<file path="config.mk">
export PLATFORM = sky130hd
export DESIGN_NAME = dnn_image_loader_fix9_flat
export DESIGN_NICKNAME = d
export VERILOG_FILES = /design/src/rtl/dnn_image_loader_fix9_if.sv /design/src/rtl/dnn_image_loader_fix9.sv /design/src/flat_wrapper.sv
export SDC_FILE = /design/constraint.sdc
export NUM_CORES = 1
export LEC_CHECK = 0
export ABC_AREA = 1
export BUFFER_PORTS_ARGS = -buffer_cell sky130_fd_sc_hd__buf_2
export CAP_MARGIN = 20
export CORE_MARGIN = 3
export CORE_UTILIZATION = 49
export CTS_BUF_LIST = sky130_fd_sc_hd__clkbuf_8
export CTS_CLUSTER_DIAMETER = 200
export CTS_CLUSTER_SIZE = 10
export DETAILED_ROUTE_END_ITERATION = 8
export GPL_TIMING_DRIVEN = 0
export PLACE_DENSITY_LB_ADDON = 0.05
export SLEW_MARGIN = 40
export SYNTH_ARGS = -nofsm -noshare
export SYNTH_HDL_FRONTEND = slang
export SYNTH_SLANG_ARGS = --single-unit
</file>
<file path="constraint.sdc">
create_clock -name clk -period 3.9 [get_ports clk]
set_input_delay 0.585 -clock clk [delete_from_list [all_inputs] [get_ports clk]]
set_output_delay 0.585 -clock clk [all_outputs]
set_load 0.01 [all_outputs]
</file>
<file path="src/rtl/dnn_image_loader_fix9_if.sv">
// Signal bundle between the image loader and its environment: pixel stream,
// activation-memory write port, engine control/status and result handshake.
interface dnn_image_loader_fix9_if #(
    parameter int DATA_WIDTH = 9,
    parameter int ADDR_WIDTH = 16,
    parameter int N_CLASSES  = 10
);
    logic                                 in_valid;
    logic                                 in_ready;
    logic [DATA_WIDTH-1:0]                in_data;
    logic                                 in_last;
    logic                                 wr_en;
    logic [ADDR_WIDTH-1:0]                wr_addr;
    logic [DATA_WIDTH-1:0]                wr_data;
    logic                                 mem_owner;
    logic                                 dnn_reset;
    logic                                 dnn_start;
    logic                                 dnn_done;
    logic [N_CLASSES-1:0][DATA_WIDTH-1:0] dnn_out;
    logic                                 res_valid;
    logic                                 res_ready;
    logic [3:0]                           res_class;
    logic                                 err;

    // Loader side: consumes pixels and engine status, drives memory and control.
    modport slave (
        input  in_valid, in_data, in_last, dnn_done, dnn_out, res_ready,
        output in_ready, wr_en, wr_addr, wr_data, mem_owner, dnn_reset,
               dnn_start, res_valid, res_class, err
    );

    // Environment side: pixel source, memory, engine and result consumer.
    modport master (
        output in_valid, in_data, in_last, dnn_done, dnn_out, res_ready,
        input  in_ready, wr_en, wr_addr, wr_data, mem_owner, dnn_reset,
               dnn_start, res_valid, res_class, err
    );
endinterface

</file>
<file path="src/rtl/dnn_image_loader_fix9.sv">
// Frame loader and result reader for the 9-bit fixed-point sigmoid DNN engine.
// Streams one 20x20 Q1.7 image into the activation region, appends the bias
// word, kicks the engine, then reduces its outputs to an argmax class.
// All outputs are registered; the engine start pulse lands three cycles after
// the last pixel is accepted (pixel write, bias write, start).
module dnn_image_loader_fix9 #(
    parameter int                    DATA_WIDTH  = 9,
    parameter int                    ADDR_WIDTH  = 16,
    parameter logic [ADDR_WIDTH-1:0] ADDR_BASE_A = 16'h0000,
    parameter int                    N_PIXELS    = 400,
    parameter logic [DATA_WIDTH-1:0] BIAS_VAL    = 9'h080,
    parameter int                    N_CLASSES   = 10
) (
    input  logic                    clk,
    input  logic                    rst,
    dnn_image_loader_fix9_if.slave  bus
);
    localparam int CNT_W = $clog2(N_PIXELS + 1);
    localparam int IDX_W = 4;

    localparam logic [2:0] ST_IDLE   = 3'd0;
    localparam logic [2:0] ST_LOAD   = 3'd1;
    localparam logic [2:0] ST_BIAS   = 3'd2;
    localparam logic [2:0] ST_START  = 3'd3;
    localparam logic [2:0] ST_RUN    = 3'd4;
    localparam logic [2:0] ST_ARGMAX = 3'd5;
    localparam logic [2:0] ST_RESULT = 3'd6;

    logic [2:0]                   state_r;
    logic [2:0]                   state_nxt_s;
    logic [CNT_W-1:0]             cnt_r;
    logic [IDX_W-1:0]             idx_r;
    logic signed [DATA_WIDTH-1:0] cap_r [N_CLASSES];
    logic signed [DATA_WIDTH-1:0] max_r;
    logic [IDX_W-1:0]             max_idx_r;

    logic                         in_ready_r;
    logic                         wr_en_r;
    logic [ADDR_WIDTH-1:0]        wr_addr_r;
    logic [DATA_WIDTH-1:0]        wr_data_r;
    logic                         mem_owner_r;
    logic                         dnn_reset_r;
    logic                         dnn_start_r;
    logic                         res_valid_r;
    logic [3:0]                   res_class_r;
    logic                         err_r;

    logic                         accept_s;
    logic                         final_pix_s;
    logic                         len_err_s;
    logic                         capture_s;
    logic                         handshake_s;
    logic                         arg_done_s;
    logic signed [DATA_WIDTH-1:0] cur_s;
    logic                         take_s;

    assign bus.in_ready  = in_ready_r;
    assign bus.wr_en     = wr_en_r;
    assign bus.wr_addr   = wr_addr_r;
    assign bus.wr_data   = wr_data_r;
    assign bus.mem_owner = mem_owner_r;
    assign bus.dnn_reset = dnn_reset_r;
    assign bus.dnn_start = dnn_start_r;
    assign bus.res_valid = res_valid_r;
    assign bus.res_class = res_class_r;
    assign bus.err       = err_r;

    // Handshake qualifiers; engine done is ignored while the start pulse is out.
    always_comb begin
        accept_s    = (state_r == ST_LOAD) && bus.in_valid && in_ready_r;
        final_pix_s = (cnt_r == CNT_W'(N_PIXELS - 1));
        len_err_s   = accept_s && (bus.in_last != final_pix_s);
        capture_s   = (state_r == ST_RUN) && bus.dnn_done && !dnn_start_r;
        handshake_s = (state_r == ST_RESULT) && res_valid_r && bus.res_ready;
        arg_done_s  = (idx_r == IDX_W'(N_CLASSES - 1));
    end

    // Argmax candidate: first element always seeds, later ones must be strictly greater.
    always_comb begin
        cur_s = '0;
        if (idx_r < IDX_W'(N_CLASSES)) begin
            cur_s = cap_r[idx_r];
        end else begin
            cur_s = '0;
        end
        take_s = (idx_r == IDX_W'(0)) || (cur_s > max_r);
    end

    // Next-state logic for the frame sequence.
    always_comb begin
        state_nxt_s = state_r;
        case (state_r)
            ST_IDLE:   state_nxt_s = ST_LOAD;
            ST_LOAD: begin
                if (accept_s && bus.in_last && final_pix_s) begin
                    state_nxt_s = ST_BIAS;
                end else if (len_err_s) begin
                    state_nxt_s = ST_IDLE;
                end else begin
                    state_nxt_s = ST_LOAD;
                end
            end
            ST_BIAS:   state_nxt_s = ST_START;
            ST_START:  state_nxt_s = ST_RUN;
            ST_RUN: begin
                if (capture_s) begin
                    state_nxt_s = ST_ARGMAX;
                end else begin
                    state_nxt_s = ST_RUN;
                end
            end
            ST_ARGMAX: begin
                if (arg_done_s) begin
                    state_nxt_s = ST_RESULT;
                end else begin
                    state_nxt_s = ST_ARGMAX;
                end
            end
            ST_RESULT: begin
                if (handshake_s) begin
                    state_nxt_s = ST_IDLE;
                end else begin
                    state_nxt_s = ST_RESULT;
                end
            end
            default:   state_nxt_s = ST_IDLE;
        endcase
    end

    // State register and control pulses derived from it.
    always_ff @(posedge clk) begin
        if (rst) begin
            state_r     <= ST_IDLE;
            in_ready_r  <= 1'b0;
            dnn_reset_r <= 1'b0;
            dnn_start_r <= 1'b0;
            mem_owner_r <= 1'b0;
            err_r       <= 1'b0;
        end else begin
            state_r     <= state_nxt_s;
            in_ready_r  <= (state_nxt_s == ST_LOAD);
            dnn_reset_r <= (state_r == ST_IDLE);
            dnn_start_r <= (state_r == ST_START);
            mem_owner_r <= (state_r == ST_START) || (state_r == ST_RUN);
            err_r       <= len_err_s;
        end
    end

    // Pixel counter and activation-memory write port (pixels, then bias).
    always_ff @(posedge clk) begin
        if (rst) begin
            cnt_r     <= '0;
            wr_en_r   <= 1'b0;
            wr_addr_r <= '0;
            wr_data_r <= '0;
        end else begin
            if (state_r == ST_IDLE) begin
                cnt_r <= '0;
            end else if (accept_s) begin
                cnt_r <= (bus.in_last || final_pix_s) ? CNT_W'(0) : cnt_r + CNT_W'(1);
            end else begin
                cnt_r <= cnt_r;
            end
            if (accept_s) begin
                wr_en_r   <= 1'b1;
                wr_addr_r <= ADDR_BASE_A + ADDR_WIDTH'(cnt_r);
                wr_data_r <= bus.in_data;
            end else if (state_r == ST_BIAS) begin
                wr_en_r   <= 1'b1;
                wr_addr_r <= ADDR_BASE_A + ADDR_WIDTH'(N_PIXELS);
                wr_data_r <= BIAS_VAL;
            end else begin
                wr_en_r   <= 1'b0;
            end
        end
    end

    // Engine output capture, sequential argmax scan and result handshake.
    always_ff @(posedge clk) begin
        if (rst) begin
            for (int i = 0; i < N_CLASSES; i++) begin
                cap_r[i] <= '0;
            end
            idx_r       <= '0;
            max_r       <= '0;
            max_idx_r   <= '0;
            res_valid_r <= 1'b0;
            res_class_r <= 4'd0;
        end else begin
            if (capture_s) begin
                for (int i = 0; i < N_CLASSES; i++) begin
                    cap_r[i] <= bus.dnn_out[i];
                end
                idx_r <= '0;
            end else if (state_r == ST_ARGMAX) begin
                if (take_s) begin
                    max_r     <= cur_s;
                    max_idx_r <= idx_r;
                end
                idx_r <= idx_r + IDX_W'(1);
                if (arg_done_s) begin
                    res_class_r <= take_s ? 4'(idx_r) : 4'(max_idx_r);
                    res_valid_r <= 1'b1;
                end
            end else if (handshake_s) begin
                res_valid_r <= 1'b0;
            end else begin
                res_valid_r <= res_valid_r;
            end
        end
    end
endmodule

</file>
<file path="src/flat_wrapper.sv">
// flat-port wrapper written by rule: the top's interface ports become plain ports
module dnn_image_loader_fix9_flat 
#(
    parameter int                    DATA_WIDTH  = 9,
    parameter int                    ADDR_WIDTH  = 16,
    parameter logic [ADDR_WIDTH-1:0] ADDR_BASE_A = 16'h0000,
    parameter int                    N_PIXELS    = 400,
    parameter logic [DATA_WIDTH-1:0] BIAS_VAL    = 9'h080,
    parameter int                    N_CLASSES   = 10
)
  (clk, rst, bus_in_valid, bus_in_data, bus_in_last, bus_dnn_done, bus_dnn_out, bus_res_ready, bus_in_ready, bus_wr_en, bus_wr_addr, bus_wr_data, bus_mem_owner, bus_dnn_reset, bus_dnn_start, bus_res_valid, bus_res_class, bus_err);
  dnn_image_loader_fix9_if #(.DATA_WIDTH(DATA_WIDTH), .ADDR_WIDTH(ADDR_WIDTH), .N_CLASSES(N_CLASSES)) bus_i ();
  input  logic clk;
  input  logic rst;
  input wire logic [$bits(bus_i.in_valid)-1:0] bus_in_valid;
  input wire logic [$bits(bus_i.in_data)-1:0] bus_in_data;
  input wire logic [$bits(bus_i.in_last)-1:0] bus_in_last;
  input wire logic [$bits(bus_i.dnn_done)-1:0] bus_dnn_done;
  input wire logic [$bits(bus_i.dnn_out)-1:0] bus_dnn_out;
  input wire logic [$bits(bus_i.res_ready)-1:0] bus_res_ready;
  output wire logic [$bits(bus_i.in_ready)-1:0] bus_in_ready;
  output wire logic [$bits(bus_i.wr_en)-1:0] bus_wr_en;
  output wire logic [$bits(bus_i.wr_addr)-1:0] bus_wr_addr;
  output wire logic [$bits(bus_i.wr_data)-1:0] bus_wr_data;
  output wire logic [$bits(bus_i.mem_owner)-1:0] bus_mem_owner;
  output wire logic [$bits(bus_i.dnn_reset)-1:0] bus_dnn_reset;
  output wire logic [$bits(bus_i.dnn_start)-1:0] bus_dnn_start;
  output wire logic [$bits(bus_i.res_valid)-1:0] bus_res_valid;
  output wire logic [$bits(bus_i.res_class)-1:0] bus_res_class;
  output wire logic [$bits(bus_i.err)-1:0] bus_err;
  assign bus_i.in_valid = bus_in_valid;
  assign bus_i.in_data = bus_in_data;
  assign bus_i.in_last = bus_in_last;
  assign bus_i.dnn_done = bus_dnn_done;
  assign bus_i.dnn_out = bus_dnn_out;
  assign bus_i.res_ready = bus_res_ready;
  assign bus_in_ready = bus_i.in_ready;
  assign bus_wr_en = bus_i.wr_en;
  assign bus_wr_addr = bus_i.wr_addr;
  assign bus_wr_data = bus_i.wr_data;
  assign bus_mem_owner = bus_i.mem_owner;
  assign bus_dnn_reset = bus_i.dnn_reset;
  assign bus_dnn_start = bus_i.dnn_start;
  assign bus_res_valid = bus_i.res_valid;
  assign bus_res_class = bus_i.res_class;
  assign bus_err = bus_i.err;
  dnn_image_loader_fix9 #(.DATA_WIDTH(DATA_WIDTH), .ADDR_WIDTH(ADDR_WIDTH), .ADDR_BASE_A(ADDR_BASE_A), .N_PIXELS(N_PIXELS), .BIAS_VAL(BIAS_VAL), .N_CLASSES(N_CLASSES)) u_core (.clk(clk), .rst(rst), .bus(bus_i));
endmodule
</file>
==> results.yml <==
finish:
  fillCellCount: 1367
  antenna-diode-count: 0
  flow.area_growth_from_synthesis_pct: 18.1
  postLayoutCoreUtil_pct: 60.3
  multi_input_comb_area_sq_um: 2480
  seq_area_sq_um: 3940
  final_net_count: 1136
  drive_gt1_share_pct: 22.0
  layoutNonFillerInstCount: 1209
timing:
  transition_time_of_the_tightest_slew_check_pin_ps: 747
  maxClockFrequency_mhz: 325
  worst_hold_slack_ps: 386
  rsz0062_at_grt: "no"
  report.final.slew_viol_count: 0
  setup-violations-final: 0
  clock_skew_ps: 10.5
  period_minus_slack_ps: 3080
  finalSetupTns_ps: 0
  max_slew_margin_pct: 50.2
  period_share_pct: 78.9
  timing_hold_violations_final: 0
power_and_ir_drop:
  p_sw_share_pct: 22.1
  leakagePower_nw: 4.12
  power.sequential.fraction_pct: 56.2
  pwr-share-comb_pct: 6.0
  power_report.internal_total_mw: 2.42
  power_density_nw_per_um2: 364
  irDropWorstVdd_mv: 0.297
  clock_power_share_pct: 37.8
  switchingPower_mw: 0.686
die:
  dieWidth_microns: 127
  design.die.area_sq_um: 16200
  ios: 141
  placeableCoreArea_sq_um: 14100
  number_of_rows_in_the_core_area: 43
  y_dimension_of_the_die_microns: 127
  starting_density_of_the_core_pct: 51.1
routing:
  dr.first_iter.drc_count: 442
  drc_errors: 0
  viasPerCell: 4.80
  routed_wirelength_microns: 16500
  final_antenna_net_count: 0
  post_drt_wl_per_cell_microns: 13.7
  routed-via-count: 5803
  detail_route.first_pass.iterations: 5
clock_tree:
  worst_setup_hold_path_clk_slew_ps: 80
  ctsHoldBuffers: 0
  cts_resized: 0
  cts-buffers-inserted: 17
  clk_latency_ps: 440
  clock_tree.htree_level_count: 4
  post_cts.repair.setup_buffers: 0
  cts_tree: "yes"
  max-clock-path-buffers: 2
  cts-root-buf: "sky130_fd_sc_hd__clkbuf_8"
  numClockSinks: 152
setup_path:
  timing_worst_setup_path_type: "flop to flop"
  cp-start-kind: "flop"
  cp_slowest_cell: "sky130_fd_sc_hd__ha_1"
  largest_fanout_on_the_critical_path: 10
  critPathRequiredTime_ps: 4250
  crit_chain: "clkbuf_2 > inv_1 > buf_2 > nor2_1 > o21ai_0 > nand3_1 > nand2_1 > nand2_1 > nand2_1 > inv_1 > ha_1 > nand2_2 > inv_1 > a21oi_1 > nand4_1 > nand2_2 > nand2_4 > buf_6 > nand2_1 > nand3_1 > nand2_1 > inv_1"
  critical-path-top-delay-family: "simple AND/OR/NAND/NOR gates"
  max_stage_delay_ps: 320
  crit_path_buf_inv_count: 7
  critPathCaptureType: "flop"
  worst_ep_arrival_time_ps: 3430
  crit_top_cell: "sky130_fd_sc_hd__nand2_1"
synthesis:
  synth-seq-area-share_pct: 54.6
  yosysWarningCount: 0
  synth_seq_cells: 152
  mean_instance_size_in_the_synthesized_netlist_sq_um: 8.41
  mappedNetlistArea_sq_um: 7220
  count_of_mapped_cells_out_of_synthesis: 859
  yosys.cell_types.count: 42
place:
  port_buffers: 132
  globalplace.congestion: 0.844
  post-place-cells: 1178
  detailedPlacementHpwl_microns: 12000
grt:
  grt_antenna_before_repair: 0
  globalRouteTotalUtil_pct: 21.0
  grt_overflow: 0
  grt_pass1_wl_microns: 26800
  pin_count_of_the_biggest_net_entering_global_routing: 56
  grt_pass1_vias: 5415
hold_path:
  hold_class: "input port to flop"
  hold_path_startpoint: "bus_in_data[8]"
outcome:
  run_status: "complete, no violations"
flow_run:
  maxCapViolations: 0
cell type report:
cell class | instances | share of cell area [%]
multi-input combinational | 521 | 29.1
sequential | 152 | 46.2
inverter | 148 | 6.57
tap | 180 | 2.64
timing repair buffer | 133 | 7.98
clock inverter | 14 | 1.64
buffer | 44 | 3.12
clock buffer | 17 | 2.74
state kept, by name, summed over array words and instances (netlist names), named ones only:
register              count
u_core.cap_r             90
u_core.bus.wr_addr        9
u_core.bus.wr_data        9
u_core.cnt_r              9
u_core.max_r              9
u_core.bus.res_class      4
u_core.idx_r              4
u_core.max_idx_r          4
u_core.state_r            3
u_core.bus.dnn_reset      1
u_core.bus.dnn_start      1
u_core.bus.err            1
u_core.bus.in_ready       1
u_core.bus.mem_owner      1
u_core.bus.res_valid      1
u_core.bus.wr_en          1
cell families after synthesis:
group / share of synthesized area, %
other cells: 0.0519
simple gates: 22.3
flops: 54.6
fa+ha+maj: 2.42
buf+inv: 11.4
compound gates: 9.28
worst paths after layout:
check / end / slack [ps] / cells past startpoint
min reg2reg: u_core.bus.wr_addr[1] / 460 / 2
min: u_core.bus.wr_data[8] / 390 / 3
max: u_core.bus.res_class[1] / 820 / 22
max reg2reg: u_core.bus.res_class[1] / 820 / 22
routing by layer:
| layer | up-vias | wire [microns] | global-route usage [%] |
|---|---|---|---|
| met4 | 0 | 103 | 5.87 |
| met2 | 182 | 7720 | 33.3 |
| met3 | 7 | 1100 | 4.56 |
| met5 | - | 0 | 0 |
| met1 | 2590 | 7620 | 29.3 |
| li1 | 3024 | - | - |
Yosys cell counts (all sizes together):
master	count	area (sq um)
conb	1	3.75
nand3	38	218
buf	38	235
nand2	132	520
edfxtp	90	2700
clkinv	1	3.75
nor3	6	51.3
inv	147	557
a21oi	61	309
nand4	4	25.0
or2	1	6.26
nor3b	1	7.51
dfxtp	62	1240
o221a	1	11.3
nor2	192	768
clkbuf	6	25.0
a211oi	1	7.51
o21a	2	15.0
o21ai	46	230
a31oi	1	6.26
nor4	1	6.26
a31o	1	8.76
nand3b	1	7.51
o211ai	11	82.6
ha	14	175
tightest hold or removal path, delay by kind of cell:
family / cells / cell delay, ps
compound gates: 1 / 50
simple gates: 1 / 50
buf+inv: 1 / 90
per-stage QoR:
| stage | worst slack, ps | area [sq um] | power, mW |
|---|---|---|---|
| final | 823 | 8530 | 3.11 |
| after global routing | 498 | 8530 | 3.22 |
| after CTS | 830 | 8530 | 3.12 |
| after detailed placement | 861 | 8160 | 1.97 |
| after global placement | 767 | 8130 | 1.97 |
| after floorplan | 1430 | 7250 | 1.88 |
layout by cell type, fill, tap and decap left out, types with 2 or more instances in the layout:
cell type	instances
sky130_fd_sc_hd__nor2_1	186
sky130_fd_sc_hd__buf_2	154
sky130_fd_sc_hd__inv_1	141
sky130_fd_sc_hd__nand2_1	126
sky130_fd_sc_hd__edfxtp_1	90
sky130_fd_sc_hd__dfxtp_1	62
sky130_fd_sc_hd__a21oi_1	60
sky130_fd_sc_hd__o21ai_0	42
sky130_fd_sc_hd__nand3_1	34
sky130_fd_sc_hd__clkbuf_8	17
sky130_fd_sc_hd__ha_1	14
sky130_fd_sc_hd__buf_4	11
sky130_fd_sc_hd__o211ai_1	11
sky130_fd_sc_hd__conb_1	7
sky130_fd_sc_hd__clkinv_1	6
sky130_fd_sc_hd__inv_2	5
sky130_fd_sc_hd__buf_6	4
sky130_fd_sc_hd__o21ai_1	4
sky130_fd_sc_hd__nand4_1	4
sky130_fd_sc_hd__clkbuf_1	4
sky130_fd_sc_hd__nand2_2	4
sky130_fd_sc_hd__clkinv_2	4
sky130_fd_sc_hd__nor3_1	3
sky130_fd_sc_hd__nor2_2	3
sky130_fd_sc_hd__nand3_2	3
sky130_fd_sc_hd__bufinv_16	3
sky130_fd_sc_hd__inv_4	2
sky130_fd_sc_hd__clkbuf_2	2
sky130_fd_sc_hd__nor3_2	2
sky130_fd_sc_hd__o21a_1	2
sky130_fd_sc_hd__nor2_8	2
sky130_fd_sc_hd__nand2_4	2
power groups by stage:
stage                     Sequential, mW  Combinational [mW]  Clock (mW)
after CTS                           1.75               0.190        1.19
after detailed placement            1.78               0.189           0
after global routing                1.75               0.213        1.26
final                               1.75               0.187        1.17
after floorplan                     1.78              0.0977           0
after global placement              1.78               0.184           0
(Power assumes the default switching activity.)
